### config.mk
export PLATFORM = sky130hd
export DESIGN_NAME = median_window_ctrl
export DESIGN_NICKNAME = d
export VERILOG_FILES = /design/src/rtl/median_window_ctrl.sv
export SDC_FILE = /design/constraint.sdc
export NUM_CORES = 1
export LEC_CHECK = 0
export CORE_ASPECT_RATIO = 1.4
export CORE_MARGIN = 2
export CORE_UTILIZATION = 52
export CTS_CLUSTER_DIAMETER = 80
export CTS_CLUSTER_SIZE = 24
export DETAILED_ROUTE_END_ITERATION = 7
export HOLD_SLACK_MARGIN = 0.02
export PLACE_DENSITY = 0.87
export SLEW_MARGIN = 20
export SYNTH_ARGS = -nofsm -noshare
export SYNTH_HDL_FRONTEND = slang
export SYNTH_SLANG_ARGS = --single-unit
### constraint.sdc
create_clock -name clk -period 4.75 [get_ports clk]
set_input_delay 0.7125 -clock clk [delete_from_list [all_inputs] [get_ports clk]]
set_output_delay 0.7125 -clock clk [all_outputs]
set_load 0.01 [all_outputs]
### src/rtl/median_window_ctrl.sv
// Sliding 3x4 window sequencer for the median compare network.
// Accepts one 3-pixel column per beat, emits tagged windows that slide by two columns.
`timescale 1ns / 1ps
module median_window_ctrl #(
    parameter int unsigned DATA_WIDTH = 8,
    parameter int unsigned IMG_WIDTH  = 640,
    parameter int unsigned IMG_HEIGHT = 480
) (
    input  logic                  clk,
    input  logic                  rst_n,
    input  logic                  clr,
    input  logic                  col_valid,
    output logic                  col_ready,
    input  logic [DATA_WIDTH-1:0] col_y1,
    input  logic [DATA_WIDTH-1:0] col_y0,
    input  logic [DATA_WIDTH-1:0] col_ym1,
    output logic                  win_valid,
    input  logic                  win_ready,
    output logic [DATA_WIDTH-1:0] x2_y1,
    output logic [DATA_WIDTH-1:0] x2_y0,
    output logic [DATA_WIDTH-1:0] x2_ym1,
    output logic [DATA_WIDTH-1:0] x1_y1,
    output logic [DATA_WIDTH-1:0] x1_y0,
    output logic [DATA_WIDTH-1:0] x1_ym1,
    output logic [DATA_WIDTH-1:0] x0_y1,
    output logic [DATA_WIDTH-1:0] x0_y0,
    output logic [DATA_WIDTH-1:0] x0_ym1,
    output logic [DATA_WIDTH-1:0] xm1_y1,
    output logic [DATA_WIDTH-1:0] xm1_y0,
    output logic [DATA_WIDTH-1:0] xm1_ym1,
    output logic                  win_sof,
    output logic                  win_eol,
    output logic                  win_eof
);

    localparam int unsigned NW  = (IMG_WIDTH - 2) / 2;
    localparam int unsigned WCW = (NW > 1) ? $clog2(NW) : 1;
    localparam int unsigned LCW = (IMG_HEIGHT > 1) ? $clog2(IMG_HEIGHT) : 1;
    localparam int unsigned CW  = 3 * DATA_WIDTH;
    localparam logic [WCW-1:0] WcntLast = WCW'(NW - 1);
    localparam logic [LCW-1:0] LcntLast = LCW'(IMG_HEIGHT - 1);

    typedef enum logic [1:0] {StFill4, StFill2, StHold} state_e;

    state_e         state_q, state_d;
    logic [1:0]     fcnt_q, fcnt_d;
    logic [WCW-1:0] wcnt_q, wcnt_d;
    logic [LCW-1:0] lcnt_q, lcnt_d;
    // Column registers packed as {y1, y0, ym1}; c2 is the oldest column.
    logic [CW-1:0]  c2_q, c1_q, c0_q, cm1_q;
    logic           col_acc;
    logic           last_win;

    assign col_acc  = col_valid & col_ready;
    assign last_win = (wcnt_q == WcntLast);

    always_comb begin
        state_d   = state_q;
        fcnt_d    = fcnt_q;
        wcnt_d    = wcnt_q;
        lcnt_d    = lcnt_q;
        col_ready = 1'b0;
        win_valid = 1'b0;
        case (state_q)
            StFill4, StFill2: begin
                col_ready = 1'b1;
                if (col_valid) begin
                    if (fcnt_q == ((state_q == StFill4) ? 2'd3 : 2'd1)) begin
                        fcnt_d  = 2'd0;
                        state_d = StHold;
                    end else begin
                        fcnt_d = fcnt_q + 2'd1;
                    end
                end
            end
            StHold: begin
                win_valid = 1'b1;
                if (win_ready) begin
                    state_d = last_win ? StFill4 : StFill2;
                    if (last_win) begin
                        wcnt_d = '0;
                        lcnt_d = (lcnt_q == LcntLast) ? '0 : lcnt_q + 1'b1;
                    end else begin
                        wcnt_d = wcnt_q + 1'b1;
                    end
                end
            end
            default: state_d = StFill4;
        endcase
    end

    assign win_sof = win_valid & (wcnt_q == '0) & (lcnt_q == '0);
    assign win_eol = win_valid & last_win;
    assign win_eof = win_eol & (lcnt_q == LcntLast);

    always_ff @(posedge clk or negedge rst_n) begin
        if (!rst_n) begin
            state_q <= StFill4;
            fcnt_q  <= '0;
            wcnt_q  <= '0;
            lcnt_q  <= '0;
            c2_q    <= '0;
            c1_q    <= '0;
            c0_q    <= '0;
            cm1_q   <= '0;
        end else if (clr) begin
            state_q <= StFill4;
            fcnt_q  <= '0;
            wcnt_q  <= '0;
            lcnt_q  <= '0;
            c2_q    <= '0;
            c1_q    <= '0;
            c0_q    <= '0;
            cm1_q   <= '0;
        end else begin
            state_q <= state_d;
            fcnt_q  <= fcnt_d;
            wcnt_q  <= wcnt_d;
            lcnt_q  <= lcnt_d;
            if (col_acc) begin
                c2_q  <= c1_q;
                c1_q  <= c0_q;
                c0_q  <= cm1_q;
                cm1_q <= {col_y1, col_y0, col_ym1};
            end
        end
    end

    assign {x2_y1, x2_y0, x2_ym1}    = c2_q;
    assign {x1_y1, x1_y0, x1_ym1}    = c1_q;
    assign {x0_y1, x0_y0, x0_ym1}    = c0_q;
    assign {xm1_y1, xm1_y0, xm1_ym1} = cm1_q;

endmodule
[Word-level counts from Yosys, hierarchy flattened]
Index checks and enable logic that the tools add are counted.
W data, S select, Z words.
Word-level totals
  bits in registers: 118
  latch bits: 0
  memory bits (writable): 0
  ROM bits: 0
  input port bits: 29
  output and inout port bits: 101
  logic and storage cells: 68
  memories: 0
Cells by class
  add/sub/neg operators: 3
  $mul: 0
  div/mod/pow operators: 0
  magnitude comparators: 0
  equal/unequal tests: 8
  shifts and indexed selects: 0
  multiplexer cells: 30
  bitwise operators: 5
  reduce and logical (&&, ||, !) cells: 14
Operators by type and width (count)
  $mux W24: 8
  $mux W9: 9
  $add A9 B1 Y9 const B: 2
  $eq A9 B9 Y1 const B: 2
  $logic_not A9 Y1: 2
  $mux W2: 9
  $reduce_bool A2 Y1: 6
  $ne A3 B3 Y1 const B: 3
  $reduce_and A3 Y1: 2
  $and A1 B1 Y1: 5
  $pmux W2 S2: 1
  $reduce_and A2 Y1: 2
  $mux W1: 3
  $add A2 B1 Y2 const B: 1
  $eq A2 B1 Y1 const B: 1
  $eq A2 B2 Y1: 1
  $eq A2 B2 Y1 const B: 1
  $logic_not A2 Y1: 1
  $reduce_or A2 Y1: 1

[Depth between registers and ports, before layout]
Gate-level depths: netlist (run 1).
  word-level depth: 7
  mapped depth: 7
  mapped depth without buffers: 6

[Worst setup path before layout (run 1)]
OpenSTA, ideal clock, no wires.
  path type: register to output
  from: register wcnt_q[2]
  to: output port win_sof
  arrival time: 1348 ps
  required time: 4038 ps
  path slack: 2690 ps
  stages on the path, launching flop included: 3
  cell sequence: dfrtp_1 or4_2 nor3_1
Between the ends
  word-level cells in the longest chain between the ends: 3
Ends and longest elaborated chain
  from (decl): line 47  | logic [WCW-1:0] wcnt_q, wcnt_d;
  from (signal assigned): line 118  | wcnt_q <= wcnt_d;
  $logic_not A9 Y1: line 92  | assign win_sof = win_valid & (wcnt_q == '0) & (lcnt_q == '0);
  $and A1 B1 Y1 (2 in a row): line 92
  to (decl): line 31  | output logic win_sof,
No other way between the ends.

[Final worst setup path (run 1)]
  from: register wcnt_q[0]
  to: output port win_eof
Between the ends
  word-level cells in the longest chain between the ends: 3
Ends and longest elaborated chain
  $eq A9 B9 Y1: line 55  | assign last_win = (wcnt_q == WcntLast);
  $and A1 B1 Y1: line 93  | assign win_eol = win_valid & last_win;
  $and A1 B1 Y1: line 94  | assign win_eof = win_eol & (lcnt_q == LcntLast);
  to (decl): line 33  | output logic win_eof
No other way between the ends.

==> results.ini, run 1 <==
[run_status]
outcome = completed

[power]
pwr_density_cell_mw_per_mm2 = 366
leakage_nw = 2.97
p_total_mw = 2.42
vdd_drop_max_uv = 317

[finish]
n_fill_cell = 572
final_layout_size_suffix_gt1_frac = 0.0885
final_cell_mix = clkdlybuf4s50_1 (128), dfrtp_1 (118), a22o_1 (97), clkbuf_16 (17), nand2_1 (13)
seqCellArea_mm2 = 0.00295
final_area_mm2 = 0.00661
areaGrowthSynthToFinish_pct = 40.0
num_antenna_cells = 0
fin_nets = 518
final_common_cell = clkdlybuf4s50_1
multi_input_area_mm2 = 0.00161

[worst_setup_path]
cp_top_family = buffers and inverters
path_buf_inv = 2
critical_path.slowest_cell = clkdlybuf4s50_1
worst_setup_path_start_kind = register
worst_path_largest_cell_delay_ps = 560
cp_data_arrival_time_ps = 2290
required_ps = 4040
path_max_fanout = 7
critical_path_class = reg2out
endpoint_kind = output port
cp_cell_sequence = inv_1 > ha_1 > and4bb_4 > nand2_1 > nor3_1 > clkdlybuf4s50_1

[route]
vias = 3621
drtIter0Drc = 198
viasPerCell = 6.00
drc = 0
ant_nets = 0
dr.pass1.iters = 5
routed_wl_mm = 12.1
wl_per_cell_um = 20.0

[sta]
tns_ps = 0
tightest_slew_ps = 953
finalHoldViolCount = 0
finalCriticalPeriod_ps = 3010
slew_headroom = 0.365
fmax_mhz = 333
fin_skew_ps = 6.92
setup_viol = 0
period_share = 0.633
rsz0062_at_grt = false
slew_violations = 0

[clock_network]
cts_buffers = 17
path_clk_slew_ps = 50
insertion_delay_ps = 400
cts_resized = 0
hold_buffers = 0
clock-sinks = 118
h-tree-depth = 4
cts_buffer_depth = 2
cts_root_buffer = clkbuf_16
cts_tree = built
post_cts_buffers = 0

[floorplan]
row_count = 41
io_pins = 130
die_w_um = 84.5
die_area_mm2 = 0.00986
core_region_area_mm2 = 0.00893
start_util = 0.529
die_h_um = 117

[synthesis]
ys_warn_count = 0
async_flop_share = 1.00
synth_area_leader_cell = dfrtp_1
ys.flop_type = dfrtp_1
synth_top_area_frac = 0.626
syn_area_per_cell_um2 = 13.2
synth.area.top_cells = dfrtp_1 (63%), a22o_1 (18%), ha_1 (1.3%)
postSynthCellCount = 358
ys_ff_latch = 118
syn_nets = 392
synth_cell_types = 48
netlist_area_mm2 = 0.00472
yosysSeqAreaShare = 0.626
synth_edf_count = 0

[global_routing]
grt_overflow = 0
grt.total_usage = 0.257
antenna_found_initial = 0
grt_pass1_vias = 3766
grt_max_degree = 97
grt_pass1_wl_mm = 19.6

[placed_design]
dpl_cell_area_mm2 = 0.00604
gp_congestion = 0.907
dp_hpwl_mm = 7.59
port_buffers = 129

[run]
cap_violations = 0

[min_path]
hp-class = in2async

## metrics by stage
step	instances	worst slack [ps]	util	hold slack (ps)
floorplan	358	2690	-	417
global route	604	1590	0.740	437
detailed placement	572	1940	0.676	496
CTS	604	1750	0.740	507
global placement	572	2030	0.676	489
finish	604	1740	0.740	376
## logic make-up after synthesis
kind of cell,count (synthesis),synth area share
AO/OA/AOI/OAI,124,0.217
multiplexers,1,0.00212
flip-flops,118,0.626
XOR/XNOR,9,0.0167
AND/OR/NAND/NOR,68,0.0902
buffers and inverters,33,0.0350
adder cells (fa/ha/maj),5,0.0133
## final timing paths
| check | start | end | slack, ps | cells past startpoint |
|---|---|---|---|---|
| setup reg to reg | wcnt_q[0]$_DFFE_PN0P_ | lcnt_q[5]$_DFFE_PN0P_ | 2690 | 6 |
| setup / recovery | wcnt_q[0]$_DFFE_PN0P_ | win_eof | 1740 | 6 |
| hold / removal | rst_n | c0_q[23]$_DFFE_PN0P_ | 380 | 1 |
| hold reg to reg | c2_q[17]$_DFFE_PN0P_ | c2_q[17]$_DFFE_PN0P_ | 500 | 1 |
| max in group asynchronous | rst_n | wcnt_q[4]$_DFFE_PN0P_ | 3430 | 2 |
| min in group clk | c2_q[17]$_DFFE_PN0P_ | c2_q[17]$_DFFE_PN0P_ | 500 | 1 |
## layout make-up
type,count,area share
inverters,7,0.00398
clock buffers,24,0.0744
flip-flops and latches,118,0.447
multi-input cells,207,0.243
well taps,107,0.0203
clock inverters,8,0.0110
repair buffers,133,0.200
## per-layer routing
metal,vias up,track usage,wire length [um]
met5,-,0,0
met4,0,0.0984,295
met3,24,0.0841,797
met2,127,0.414,6180
met1,1834,0.326,4810
li1,1636,-,-
## Yosys cell counts, types with 3 or more instances
cell type and number:
buf_2 12, inv_1 7, a22o_1 97, and4_1 3, dfrtp_1 118, o2111ai_1 3
a21oi_1 8, nor3_1 8, nand2_1 13, o21ai_0 6, clkbuf_1 6, nor2_1 9
nand4_1 3, o211ai_1 4, xor2_1 7, nand3_1 5, buf_4 7, ha_1 5
## registers in the layout, summed over array words and instances (netlist names)
name and count:
c0_q 24, c1_q 24, c2_q 24, cm1_q 24, lcnt_q 9, wcnt_q 9, fcnt_q 2, state_q 2
## power by group
group / leakage (nW) / internal, mW / switching (mW) / total, mW
clock network: 0.272 / 0.770 / 0.425 / 1.20
registers: 1.62 / 1.03 / 0.0238 / 1.06
logic: 1.07 / 0.0818 / 0.0843 / 0.166
Power figures use the tool's default switching activity.
==> run 2, diff against run 1 <==
CORE_UTILIZATION = 48   (was 52)
PLACE_DENSITY = 0.81   (was 0.87)
clock period = 3 ns   (was 4.75 ns; I/O delays follow)
==> run 2 against run 1 <==
  * Wire length fell by 1.4%
  * Global-route usage fell by 2.0 points
  * Clock power rose by 63%
  * Sequential share of layout area fell by 0.63 points
  * Sequential power rose by 58%
  * Total power rose by 61%
  * Worst setup slack got worse by 1500 ps
  * Non-clock buffer count rose by 3
  * Utilization fell by 3.6 points
  * Critical path depth did not move
  * Highest routed layer unchanged
==> results.ini, run 2 (synthesized netlist as in run 1, its figures left out) <==
[finish]
final_layout_size_suffix_gt1_frac = 0.0980  ; +0.00947
final_common_cell = clkdlybuf4s50_1
num_antenna_cells = 0  ; unchanged
fin_nets = 521  ; +0.58%
final_cell_mix = clkdlybuf4s50_1 (128), dfrtp_1 (118), a22o_1 (97), clkbuf_16 (17), nand2_1 (13)
final_util = 0.704  ; -0.0357
areaGrowthSynthToFinish_pct = 42.0
final_area_mm2 = 0.00670  ; +1.4%

[placed_design]
dp_hpwl_mm = 7.88  ; +3.7%
gp_congestion = 0.887  ; -2.2%
place_ws_ps = 703  ; -1240 ps
dpl_cell_area_mm2 = 0.00611  ; +1.2%
port_buffers = 129  ; unchanged

[route]
routed_wl_mm = 11.9  ; -1.4%
vias = 3644  ; +0.64%
ant_nets = 0  ; unchanged
viasPerCell = 5.77  ; -3.8%
drtIter0Drc = 162  ; -18%
drc = 0  ; unchanged
dr.pass1.iters = 4  ; -1
wl_per_cell_um = 18.9  ; -5.7%

[sta]
finalHoldViolCount = 0  ; unchanged
fmax_mhz = 369
slew_violations = 0  ; unchanged
tightest_slew_ps = 946  ; -7.32 ps
tns_ps = 0  ; unchanged
rsz0062_at_grt = false
fin_ws_ps = 288  ; -1460 ps
finalCriticalPeriod_ps = 2710
slew_headroom = 0.369  ; +0.00488
fin_skew_ps = 6.84  ; -0.0845 ps
period_share = 0.904
setup_viol = 0  ; unchanged

[power]
p_total_mw = 3.89  ; +61%
vdd_drop_max_uv = 515  ; +63%
leakage_nw = 2.99  ; +0.72%
pwr_density_cell_mw_per_mm2 = 580  ; +59%

[worst_setup_path]
endpoint_kind = output port
cp_data_arrival_time_ps = 2260  ; -30 ps
worst_setup_path_start_kind = register
critical_path_class = reg2out
required_ps = 2550  ; -1490 ps
path_max_fanout = 7  ; unchanged

[floorplan]
core_region_area_mm2 = 0.00951  ; +6.6%
die_area_mm2 = 0.0106  ; +8.0%
start_util = 0.496  ; -0.0325
io_pins = 130  ; unchanged
die_w_um = 87.8  ; +3.9%
row_count = 42  ; +2.4%
die_h_um = 121  ; +3.9%

[clock_network]
post_cts_buffers = 0  ; unchanged
cts_tree = built
cts_buffer_depth = 2  ; unchanged
path_clk_slew_ps = 60  ; about the same
insertion_delay_ps = 400  ; about the same
cts_buffers = 17  ; unchanged
cts_root_buffer = clkbuf_16
clock-sinks = 118  ; unchanged
h-tree-depth = 4  ; unchanged

[global_routing]
antenna_found_initial = 0  ; unchanged
grt_max_degree = 97  ; unchanged
grt.total_usage = 0.236  ; -0.0204
grt_pass1_wl_mm = 19.2  ; -2.1%
grt_overflow = 0  ; unchanged
grt_pass1_vias = 3604  ; -4.3%

[run]
cap_violations = 0  ; unchanged

[min_path]
hp-class = reg2reg

[run_status]
outcome = completed

-- run 2: repair_timing --
action / 4_1_cts / 5_1_grt
hold buffers: 1 / 0
endpoints found under the hold margin: 32 / 0
gates resized for setup: 0 / 0
-- run 2: final cells by class --
class,instances,area [um2]
inverter,7,26.3
timing repair buffer,136,1370
sequential,118,2950
clock inverter,14,141
fill,672,2810
multi-input combinational,207,1610
tap,132,165
clock buffer,18,439
-- run 2: metrics by stage --
stage / instances / hold slack, ps
floorplan: 358 / 154
global placement: 599 / 423
detailed placement: 599 / 437
CTS: 632 / 507
global route: 632 / 514
finish: 632 / 501
-- run 2: worst paths after layout --
kind / endpoint / cells past startpoint / slack [ps] / start
worst max-delay path: win_sof / 6 / 290 / wcnt_q[0]$_DFFE_PN0P_
worst min-delay path: c2_q[7]$_DFFE_PN0P_ / 1 / 500 / c2_q[7]$_DFFE_PN0P_
worst max register to register: c0_q[21]$_DFFE_PN0P_ / 4 / 1200 / state_q[1]$_DFFE_PN0P_
worst min register to register: c2_q[7]$_DFFE_PN0P_ / 1 / 500 / c2_q[7]$_DFFE_PN0P_
max in group asynchronous: lcnt_q[3]$_DFFE_PN0P_ / 3 / 1660 / rst_n
min in group asynchronous: c2_q[23]$_DFFE_PN0P_ / 2 / 550 / rst_n
-- run 2: where the power goes --
part	switching [mW]	total, mW	internal, mW
Combinational	0.134	0.268	0.134
Sequential	0.0360	1.67	1.63
Clock	0.770	1.95	1.18
-- run 2: worst max-delay path, cell delays in order (launching register included) --
cell and delay [ps]:
dfrtp_1 440, inv_1 110, ha_1 180, nor4b_1 240, nand3_1 140, nor3_1 200
clkdlybuf4s50_1 560
-- run 2: per-layer routing --
metal	wire, um	track usage	vias to the layer above	share of wire
met2	6210	0.374	128	0.52
li1	-	-	1639	-
met3	757	0.0898	16	0.064
met5	0	0	-	0
met1	4820	0.296	1861	0.40
met4	128	0.0808	0	0.011
==> run 3, diff against run 2 <==
==> constraint.sdc (replaced) <==
create_clock -name clk -period 3 [get_ports clk]
set_input_delay 0.6 -clock clk [delete_from_list [all_inputs] [get_ports clk]]
set_output_delay 0.6 -clock clk [all_outputs]
set_load 0.01 [all_outputs]
==> run 3 against run 2 <==
  * Sequential share of layout area is 0.16 points lower
  * Worst setup slack worse by 140 ps
  * Clock-buffer cell count stayed put
  * Sequential power hardly changed
  * Largest power group unchanged
  * Highest routed layer unchanged
==> results.ini, run 3 (synthesized netlist as in run 1, its figures left out) <==
[run_status]
outcome = completed

[sta]
fin_ws_ps = 148  ; -140 ps
tns_ps = 0  ; unchanged
rsz0062_at_grt = false
period_share = 0.951  ; +0.0466
fmax_mhz = 351  ; -4.9%
fin_skew_ps = 13.1  ; +6.30 ps
whs_ps = 329  ; -172 ps
slew_headroom = 0.363  ; -0.00638
slew_violations = 0  ; unchanged
finalCriticalPeriod_ps = 2850  ; +140 ps
finalHoldViolCount = 0  ; unchanged
setup_viol = 0  ; unchanged
tightest_slew_ps = 955  ; +9.57 ps

[floorplan]
io_pins = 130  ; unchanged
row_count = 42  ; unchanged
start_util = 0.496  ; unchanged
die_w_um = 87.8  ; unchanged
die_h_um = 121  ; unchanged
core_region_area_mm2 = 0.00951  ; unchanged
die_area_mm2 = 0.0106  ; unchanged

[clock_network]
cts_buffers = 17  ; unchanged
clock-sinks = 118  ; unchanged
insertion_delay_ps = 410  ; about the same
hold_buffers = 0  ; -1
cts_root_buffer = clkbuf_16
cts_buffer_depth = 2  ; unchanged
path_clk_slew_ps = 60  ; about the same
post_cts_buffers = 0  ; unchanged
cts_tree = built
h-tree-depth = 4  ; unchanged

[finish]
final_area_mm2 = 0.00672  ; +0.35%
fin_nets = 522  ; +0.19%
final_cell_mix = clkdlybuf4s50_1 (128), dfrtp_1 (118), a22o_1 (97), clkbuf_16 (17), nand2_1 (13)
areaGrowthSynthToFinish_pct = 42.5
final_common_cell = clkdlybuf4s50_1
num_antenna_cells = 0  ; unchanged
final_layout_size_suffix_gt1_frac = 0.104  ; +0.00579
n_fill_cell = 664  ; -1.2%
final_cells = 633  ; +0.16%
final_util = 0.707  ; +0.00250

[power]
leakage_nw = 3.01  ; +0.88%
vdd_drop_max_uv = 412  ; -20%
pwr_density_cell_mw_per_mm2 = 590  ; +1.7%
p_total_mw = 3.97  ; +2.1%

[route]
viasPerCell = 5.72  ; -0.87%
drc = 0  ; unchanged
routed_wl_mm = 11.7  ; -1.5%
dr.pass1.iters = 5  ; +1
vias = 3618  ; -0.71%
wl_per_cell_um = 18.5  ; -1.6%
ant_nets = 0  ; unchanged
drtIter0Drc = 152  ; -6.2%

[worst_setup_path]
path_max_fanout = 7  ; unchanged
critical_path_class = reg2out
cp_data_arrival_time_ps = 2250  ; about the same
worst_setup_path_start_kind = register
required_ps = 2400  ; -150 ps
endpoint_kind = output port

[global_routing]
grt_pass1_vias = 3623  ; +0.53%
grt.total_usage = 0.231  ; -0.00490
grt_overflow = 0  ; unchanged
grt_pass1_wl_mm = 18.8  ; -2.0%
antenna_found_initial = 0  ; unchanged
grt_max_degree = 97  ; unchanged

[run]
cap_violations = 0  ; unchanged

[placed_design]
dp_hpwl_mm = 7.69  ; -2.4%
port_buffers = 129  ; unchanged
dpl_cell_area_mm2 = 0.00611  ; about the same
gp_congestion = 0.882  ; -0.54%
place_ws_ps = 540  ; -163 ps
place_inst = 601  ; +0.33%

[min_path]
hp-class = in2async

-- run 3: cell types whose count changed in the layout (fill, tap and decap cells not counted) --
cell	delta
buf_12	-1
inv_6	+1
bufinv_16	+1
nor4b_1	-1
nor4b_2	+1
clkinvlp_4	-3
clkinv_4	+1
buf_4	+3
dlygate4sd3_1	-1
-- run 3: path summary, 6_finish.rpt --
check                      slack [ps]                   end  depth (start not counted)              startpoint
setup / recovery                  150               win_sof                          3   wcnt_q[2]$_DFFE_PN0P_
hold / removal                    330  c2_q[23]$_DFFE_PN0P_                          1                   rst_n
setup reg to reg                 1220  c0_q[21]$_DFFE_PN0P_                          4  state_q[1]$_DFFE_PN0P_
hold reg to reg                   510   c2_q[6]$_DFFE_PN0P_                          1     c2_q[6]$_DFFE_PN0P_
max in group asynchronous        1890  c2_q[10]$_DFFE_PN0P_                          2                   rst_n
min in group clk                  510   c2_q[6]$_DFFE_PN0P_                          1     c2_q[6]$_DFFE_PN0P_
-- run 3: critical path: stages (launching register included) --
cell             delay (ps)
dfrtp_1                 450
or4_2                   680
nor3_1                  160
clkdlybuf4s50_1         560
-- run 3: cell type report --
type                    instances  area [um2]  share of cell area
flip-flops and latches        118        2950               0.439
multi-input cells             207        1610               0.240
repair buffers                137        1360               0.202
clock buffers                  18         439              0.0653
clock inverters                14         166              0.0247
well taps                     132         165              0.0246
inverters                       7        26.3             0.00391
-- run 3: report_power, final --
group          total, mW  switching, mW  leakage [nW]  internal (mW)
sequential          1.67         0.0350          1.62           1.63
combinational      0.267          0.134          1.10          0.133
clock               2.03          0.767         0.294           1.27
-- run 3: timing repair --
action / in CTS / in global routing
endpoints found under the hold margin: 0 / 0
resized for setup: 0 / 1
setup endpoints to repair: 0 / 1
-- run 3: per-layer routing --
metal | wire, um | GRT usage | part of all wire | vias to the layer above
li1 | - | - | - | 1638
met1 | 4790 | 0.292 | 0.41 | 1842
met2 | 5970 | 0.362 | 0.51 | 121
met3 | 804 | 0.0871 | 0.068 | 17
met4 | 169 | 0.0856 | 0.014 | 0
met5 | 0 | 0 | 0 | -
